`config.mk`:
```
export PLATFORM = sky130hd
export DESIGN_NAME = dds_sweep_ctrl
export DESIGN_NICKNAME = d
export VERILOG_FILES = /design/src/rtl/dds_sweep_ctrl.sv
export SDC_FILE = /design/constraint.sdc
export NUM_CORES = 1
export LEC_CHECK = 0
export CORE_AREA = 2 2 211 213
export DETAILED_ROUTE_END_ITERATION = 10
export DIE_AREA = 0 0 213 215
export PLACE_DENSITY = 0.78
export SKIP_LAST_GASP = 1
export SLEW_MARGIN = 5
export SYNTH_ARGS = -nofsm -noshare
export SYNTH_HDL_FRONTEND = slang
export SYNTH_SLANG_ARGS = --single-unit
```
`constraint.sdc`:
```
create_clock -name csi_clk -period 4.6 [get_ports csi_clk]
set_input_delay 1.15 -clock csi_clk [delete_from_list [all_inputs] [get_ports csi_clk]]
set_output_delay 1.15 -clock csi_clk [all_outputs]
set_load 0.02 [all_outputs]
```
`src/rtl/dds_sweep_ctrl.sv`:
```
// Avalon-MM controlled linear frequency sweep sequencer feeding a DDS FREQW input.
// Word changes one clock after the triggering edge; readdata latency 1; slave never stalls.
module dds_sweep_ctrl #(
  parameter int FW  = 48,
  parameter int NPW = 16,
  parameter int DWW = 32
) (
  input  logic          csi_clk,
  input  logic          csi_reset_n,
  input  logic          avs_chipselect,
  input  logic [2:0]    avs_address,
  input  logic          avs_write,
  input  logic [31:0]   avs_writedata,
  input  logic          avs_read,
  output logic [31:0]   avs_readdata,
  output logic [FW-1:0] coe_freq_word,
  output logic          coe_freq_update,
  output logic          coe_busy,
  output logic          ins_irq
);

  localparam logic [0:0] ST_IDLE = 1'b0;
  localparam logic [0:0] ST_RUN  = 1'b1;

  localparam logic [2:0] A_START_LO = 3'd0;
  localparam logic [2:0] A_START_HI = 3'd1;
  localparam logic [2:0] A_STEP_LO  = 3'd2;
  localparam logic [2:0] A_STEP_HI  = 3'd3;
  localparam logic [2:0] A_NPOINTS  = 3'd4;
  localparam logic [2:0] A_DWELL    = 3'd5;
  localparam logic [2:0] A_CTRL     = 3'd6;
  localparam logic [2:0] A_STATUS   = 3'd7;

  // Programmed configuration (CPU view)
  logic [FW-1:0]  start_cfg;
  logic [FW-1:0]  step_cfg;
  logic [NPW-1:0] npoints_cfg;
  logic [DWW-1:0] dwell_cfg;
  logic           cont;
  logic           irq_en;

  // Shadows of the configuration owned by the sweep in flight
  logic [FW-1:0]  sweep_start;
  logic [FW-1:0]  sweep_step;
  logic [NPW-1:0] sweep_n;
  logic [DWW-1:0] sweep_dwell;

  logic [0:0]     state;
  logic [NPW-1:0] idx;
  logic [DWW-1:0] dwell_cnt;
  logic           done;

  logic           wr_en;
  logic           rd_en;
  logic           ctrl_wr;
  logic           start_cmd;
  logic           stop_cmd;
  logic           clr_cmd;
  logic           launch;
  logic           dwell_hit;
  logic           last_point;
  logic           sweep_end;
  logic [DWW-1:0] launch_dwell;
  logic [DWW-1:0] reload_dwell;
  logic [31:0]    rd_mux;

  always_comb begin
    wr_en      = avs_chipselect & avs_write;
    rd_en      = avs_chipselect & avs_read;
    ctrl_wr    = wr_en && (avs_address == A_CTRL);
    start_cmd  = ctrl_wr & avs_writedata[0];
    stop_cmd   = ctrl_wr & avs_writedata[1];
    clr_cmd    = ctrl_wr & avs_writedata[2];
    // A zero dwell still holds every point for one clock
    launch_dwell = (dwell_cfg == '0) ? DWW'(1) : dwell_cfg;
    reload_dwell = (sweep_dwell == '0) ? DWW'(1) : sweep_dwell;
    launch     = (state == ST_IDLE) && start_cmd && !stop_cmd && (npoints_cfg != '0);
    dwell_hit  = (state == ST_RUN) && (dwell_cnt == DWW'(1));
    last_point = (idx == (sweep_n - NPW'(1)));
    sweep_end  = dwell_hit && last_point && !cont && !stop_cmd;
  end

  always_ff @(posedge csi_clk or negedge csi_reset_n) begin
    if (!csi_reset_n) begin
      start_cfg   <= '0;
      step_cfg    <= '0;
      npoints_cfg <= '0;
      dwell_cfg   <= '0;
      cont        <= 1'b0;
      irq_en      <= 1'b0;
    end else if (wr_en) begin
      case (avs_address)
        A_START_LO: start_cfg[31:0]    <= avs_writedata;
        A_START_HI: start_cfg[FW-1:32] <= avs_writedata[FW-33:0];
        A_STEP_LO:  step_cfg[31:0]     <= avs_writedata;
        A_STEP_HI:  step_cfg[FW-1:32]  <= avs_writedata[FW-33:0];
        A_NPOINTS:  npoints_cfg        <= avs_writedata[NPW-1:0];
        A_DWELL:    dwell_cfg          <= avs_writedata[DWW-1:0];
        A_CTRL: begin
          cont   <= avs_writedata[3];
          irq_en <= avs_writedata[4];
        end
        default: ;
      endcase
    end
  end

  always_ff @(posedge csi_clk or negedge csi_reset_n) begin
    if (!csi_reset_n) begin
      state           <= ST_IDLE;
      sweep_start     <= '0;
      sweep_step      <= '0;
      sweep_n         <= '0;
      sweep_dwell     <= '0;
      idx             <= '0;
      dwell_cnt       <= '0;
      coe_freq_word   <= '0;
      coe_freq_update <= 1'b0;
    end else begin
      coe_freq_update <= 1'b0;
      if (stop_cmd) begin
        state <= ST_IDLE;
      end else if (launch) begin
        sweep_start     <= start_cfg;
        sweep_step      <= step_cfg;
        sweep_n         <= npoints_cfg;
        sweep_dwell     <= dwell_cfg;
        coe_freq_word   <= start_cfg;
        coe_freq_update <= 1'b1;
        idx             <= '0;
        dwell_cnt       <= launch_dwell;
        state           <= ST_RUN;
      end else if (dwell_hit) begin
        if (!last_point) begin
          // Two's complement step: down-sweeps are plain modular adds
          coe_freq_word   <= coe_freq_word + sweep_step;
          coe_freq_update <= 1'b1;
          idx             <= idx + NPW'(1);
          dwell_cnt       <= reload_dwell;
        end else if (cont) begin
          coe_freq_word   <= sweep_start;
          coe_freq_update <= 1'b1;
          idx             <= '0;
          dwell_cnt       <= reload_dwell;
        end else begin
          state <= ST_IDLE;
        end
      end else if (state == ST_RUN) begin
        dwell_cnt <= dwell_cnt - DWW'(1);
      end
    end
  end

  // Sweep completion outranks a clear landing on the same edge
  always_ff @(posedge csi_clk or negedge csi_reset_n) begin
    if (!csi_reset_n) begin
      done <= 1'b0;
    end else if (sweep_end) begin
      done <= 1'b1;
    end else if (clr_cmd || launch) begin
      done <= 1'b0;
    end
  end

  always_comb begin
    rd_mux = '0;
    case (avs_address)
      A_START_LO: rd_mux = start_cfg[31:0];
      A_START_HI: rd_mux[FW-33:0] = start_cfg[FW-1:32];
      A_STEP_LO:  rd_mux = step_cfg[31:0];
      A_STEP_HI:  rd_mux[FW-33:0] = step_cfg[FW-1:32];
      A_NPOINTS:  rd_mux[NPW-1:0] = npoints_cfg;
      A_DWELL:    rd_mux[DWW-1:0] = dwell_cfg;
      A_CTRL: begin
        rd_mux[3] = cont;
        rd_mux[4] = irq_en;
      end
      A_STATUS: begin
        rd_mux[0]        = (state == ST_RUN);
        rd_mux[1]        = done;
        rd_mux[2]        = cont;
        rd_mux[3]        = irq_en;
        rd_mux[16 +: NPW] = idx;
      end
      default: rd_mux = '0;
    endcase
  end

  always_ff @(posedge csi_clk or negedge csi_reset_n) begin
    if (!csi_reset_n) begin
      avs_readdata <= '0;
    end else if (rd_en) begin
      avs_readdata <= rd_mux;
    end
  end

  assign coe_busy = (state == ST_RUN);
  assign ins_irq  = done & irq_en;

endmodule
```
==> flow_summary.toml <==
[run_status]
status = "completed"

[synthesis]
ys_dominant_reg_cell = "dfrtp_1"
synth_fp_nets = 2503
synth-seq-cells = 421
synth.top_cell.area_share_pct = 47.2
library_cell_with_the_largest_summed_area_after_synthesis = "dfrtp_1"
synthTopCellsByArea = "dfrtp_1 (47%), nand2_1 (10%), mux2_2 (7.5%), o21ai_0 (3.6%), ha_1 (2.9%)"
synth-warning-count = 0
synthesis.area_per_instance_um2 = 9.26
synth_edf_count = 0
synth_cells = 2411
synth.lib_cells_used.distinct = 84
mappedNetlistArea_um2 = 22300
synth.yosys.seq_area_share_pct = 47.2
postSynth.asyncResetShare_pct = 100

[floorplan]
floorplan.die.height_um = 215
die_area_um2 = 45800
die_width_um = 213
floorplan.initialDensity_pct = 51.2
pin_count = 123
fp-row-count = 77
fp.coreArea_um2 = 43600

[setup_path]
worstSetupPathDepth = 10
setup.worst_path.end_class = "register"
crit_path_cell_trace = "or4_1 > or4b_1 > o22a_1 > o211ai_1 > and4_4 > nand3_4 > a31oi_4 > inv_4 > o311ai_0 > o21a_1"
worst_r2r_path_depth = 10
cp_slowest_cell = "a31oi_4"
req_time_crit_path_ns = 5.11
cpPeakStageDelay_ns = 0.83
worstPathMaxFanout = 38
cpLargestDelayFamily = "compound AO/OA/AOI/OAI gates"
cp_data_arrival_time_ns = 4.68
cp-start-kind = "register"
timing.critical_path.buf_inv = 1
path_class = "reg2reg"

[power]
switching_share_pct = 33.5
combPwrFrac_pct = 24.3
internal-power_mw = 8.10
areal_power_density_over_the_cells_nw_per_um2 = 473
max-vdd-ir-drop_mv = 0.319
total_power_mw = 12.2
netSwitchingPower_mw = 4.07
p_leak_nw = 11.6
portion_of_total_power_attributed_to_the_clock_network_pct = 32.8
seqPwrFrac_pct = 42.9

[placed_design]
postPlaceCellArea_um2 = 24100
placement.io_buffers = 122
detailedPlace.worstSlack_ns = 0.468
hpwlAfterDp_mm = 50.4
place_congestion = 0.988

[final_layout]
drive_gt1_share_pct = 12.1
final_design_area_no_fill_um2 = 25700
finish.net_count = 2572
area_growth_syn_to_layout_pct = 15.1
num-fill-cells = 3627

[drt]
route.final.wire_length_mm = 70.2
drt-pass1-iter-count = 5
iter_0_drt_violations = 2264
avgViaCountPerCell = 6.20
antenna_violating_nets_post_route = 0
drt_drc_violations_left = 0
route.vias.total = 19300
avgRoutedWirePerCell_um = 22.6

[sta]
timing_max_transition_violations_final = 0
period_share_pct = 90.6
finalHoldWorstSlack_ns = 0.470
timing.clock.skew_ns = 0.0309
fmaxAchievable_mhz = 240
final_hold_violation_count = 0
relative_slew_slack_pct = 20.8
timing.final.setup_violations = 0
timing.setup.tns_ns = 0
rsz_0062_raised_after_global_routing = "no"
post-route-worst-setup-slack_ns = 0.431
final_period_minus_worst_setup_slack_ns = 4.17
worst_pin_slew_ns = 1.18

[clock_network]
cts.clk_slew.worst_paths_ns = 0.07
cts_hold_buf = 0
cts-buffers-inserted = 45
cts_setup_buffers = 0
numClockSinks = 421
clock-root-buffer = "clkbuf_16"
clock_tree.htree_level_count = 2
cts_repair_resize_count = 0
tritoncts_clock_tree = "done"
worstSkewPairLatency_ns = 0.59
cts.path.max_buffers = 3

[grt]
grt_total_usage_pct = 31.0
grt_pass1_vias = 18700
number_of_antenna_violations_at_the_first_check_in_global_routing = 2
grt.overflow.total = 0
grt_pass1_wl_mm = 110
grt_max_degree = 131

[min_path]
cell_count_of_the_worst_hold_path = 2
hold_path_class = "reg2reg"

[job]
max-cap-violations = 0
==> tightest hold or removal path, delay by kind of cell, from the launching register on <==
| family | cells | cell delay [ns] |
|---|---|---|
| simple gates | 2 | 0.11 |
| flops | 1 | 0.34 |
==> registers in the layout, summed over array words and instances, names as in the netlist, 16 cells and up <==
name	flops
sweep_dwell	32
coe_freq_word	48
sweep_start	48
step_cfg	48
npoints_cfg	16
idx	16
avs_readdata	32
sweep_n	16
dwell_cnt	32
start_cfg	48
dwell_cfg	32
sweep_step	48
==> cell type report <==
cell class	instances	area (um^2)	share of cell area (%)
clock buffer	58	1270	4.93
inverter	29	111	0.433
multi-input combinational	1814	11100	43.1
sequential	421	10500	41.0
clock inverter	23	348	1.35
timing repair buffer	169	1620	6.32
antenna	1	2.50	0.00974
tap	592	741	2.88
==> synthesized netlist by cell type (5+ instances only) <==
cell,instances
nand2_1,605
dfrtp_1,421
o21ai_0,162
mux2_2,149
nor2_1,126
a21oi_1,114
clkbuf_1,95
xnor2_1,56
ha_1,51
mux2i_1,37
nand3_1,36
nor3_1,35
nor4_1,34
xor2_1,29
inv_1,27
a221oi_1,26
a211oi_1,25
nand2b_1,23
o21ai_1,23
buf_1,22
nand4_1,22
o211ai_1,22
a21o_1,21
a22o_1,21
a31oi_1,19
and3_1,16
buf_2,14
and2_1,11
o21a_1,11
nor2b_1,10
o31ai_1,10
buf_6,9
or4_1,9
nor3b_1,7
a22oi_1,6
buf_4,6
o22a_1,6
o22ai_1,6
a21boi_0,5
a221o_1,5
o21bai_1,5
o221ai_1,5
o41ai_1,5
or2_2,5
or3_1,5
==> cell families after synthesis <==
group / count (synthesis) / synth area share [%]
adders and majority gates: 52 / 2.95
and+or+nand+nor: 963 / 18.8
xor gates and xnor gates: 85 / 3.33
muxes: 187 / 9.27
AOI/OAI and AO/OA: 527 / 15.0
buffers and inverters: 176 / 3.46
DFF: 421 / 47.2
==> power groups by stage <==
| stage | Combinational (mW) | Sequential (mW) | Clock [mW] |
|---|---|---|---|
| after global placement | 2.81 | 5.21 | 0 |
| after CTS | 2.93 | 5.18 | 4.01 |
| after floorplan | 1.93 | 5.00 | 0 |
| after detailed placement | 2.90 | 5.24 | 0 |
| final | 2.95 | 5.22 | 3.99 |
| after global routing | 3.24 | 5.28 | 4.17 |
==> routing by layer <==
layer | part of all wire (%) | global-route usage [%]
met4 | 3.3 | 10.8
met3 | 9.1 | 5.64
met1 | 41 | 44.1
met5 | 0.019 | 0
met2 | 46 | 47.8
==> cells in the final DEF (no fill, tap or decap), types with 7 or more instances in the layout <==
master,netlist,routed
clkdlybuf4s50_1,0,120
mux2i_1,37,37
nand4_1,22,22
or4_1,9,9
clkinv_2,0,8
mux2_2,149,149
xor2_1,29,29
bufinv_16,0,8
clkbuf_8,0,7
o211ai_1,22,22
o31ai_1,10,10
o21ai_0,162,161
clkbuf_16,0,46
nand2_1,605,604
a211oi_1,25,25
a21o_1,21,21
nand2b_1,23,23
and2_1,11,11
buf_4,6,43
ha_1,51,51
a21oi_1,114,114
a31oi_1,19,19
nor4_1,34,34
a221oi_1,26,26
a22o_1,21,21
nor2_1,126,126
inv_1,27,27
o21a_1,11,11
nor3b_1,7,7
xnor2_1,56,56
and3_1,16,15
nor3_1,35,31
nand3_1,36,35
dfrtp_1,421,421
o21ai_1,23,23
nor2b_1,10,8
==> per-stage QoR <==
stage               utilization [%]  std cells
floorplan                         -       2411
global placement               55.2       3025
detailed placement             55.2       3025
CTS                            58.9       3106
global route                   58.9       3106
finish                         58.9       3107
==> final timing paths <==
path / from / end / slack [ns]
max: sweep_n[2]$_DFFE_PN0P_ / dwell_cnt[21]$_DFFE_PN0P_ / 0.43
min: sweep_start[25]$_DFFE_PN0P_ / sweep_start[25]$_DFFE_PN0P_ / 0.47
max reg2reg: sweep_n[2]$_DFFE_PN0P_ / dwell_cnt[21]$_DFFE_PN0P_ / 0.43
min reg2reg: sweep_start[25]$_DFFE_PN0P_ / sweep_start[25]$_DFFE_PN0P_ / 0.47
max in group asynchronous: csi_reset_n / avs_readdata[29]$_DFFE_PN0P_ / 2.92
min in group asynchronous: csi_reset_n / avs_readdata[1]$_DFFE_PN0P_ / 0.51
Power figures use the tool's default switching activity.
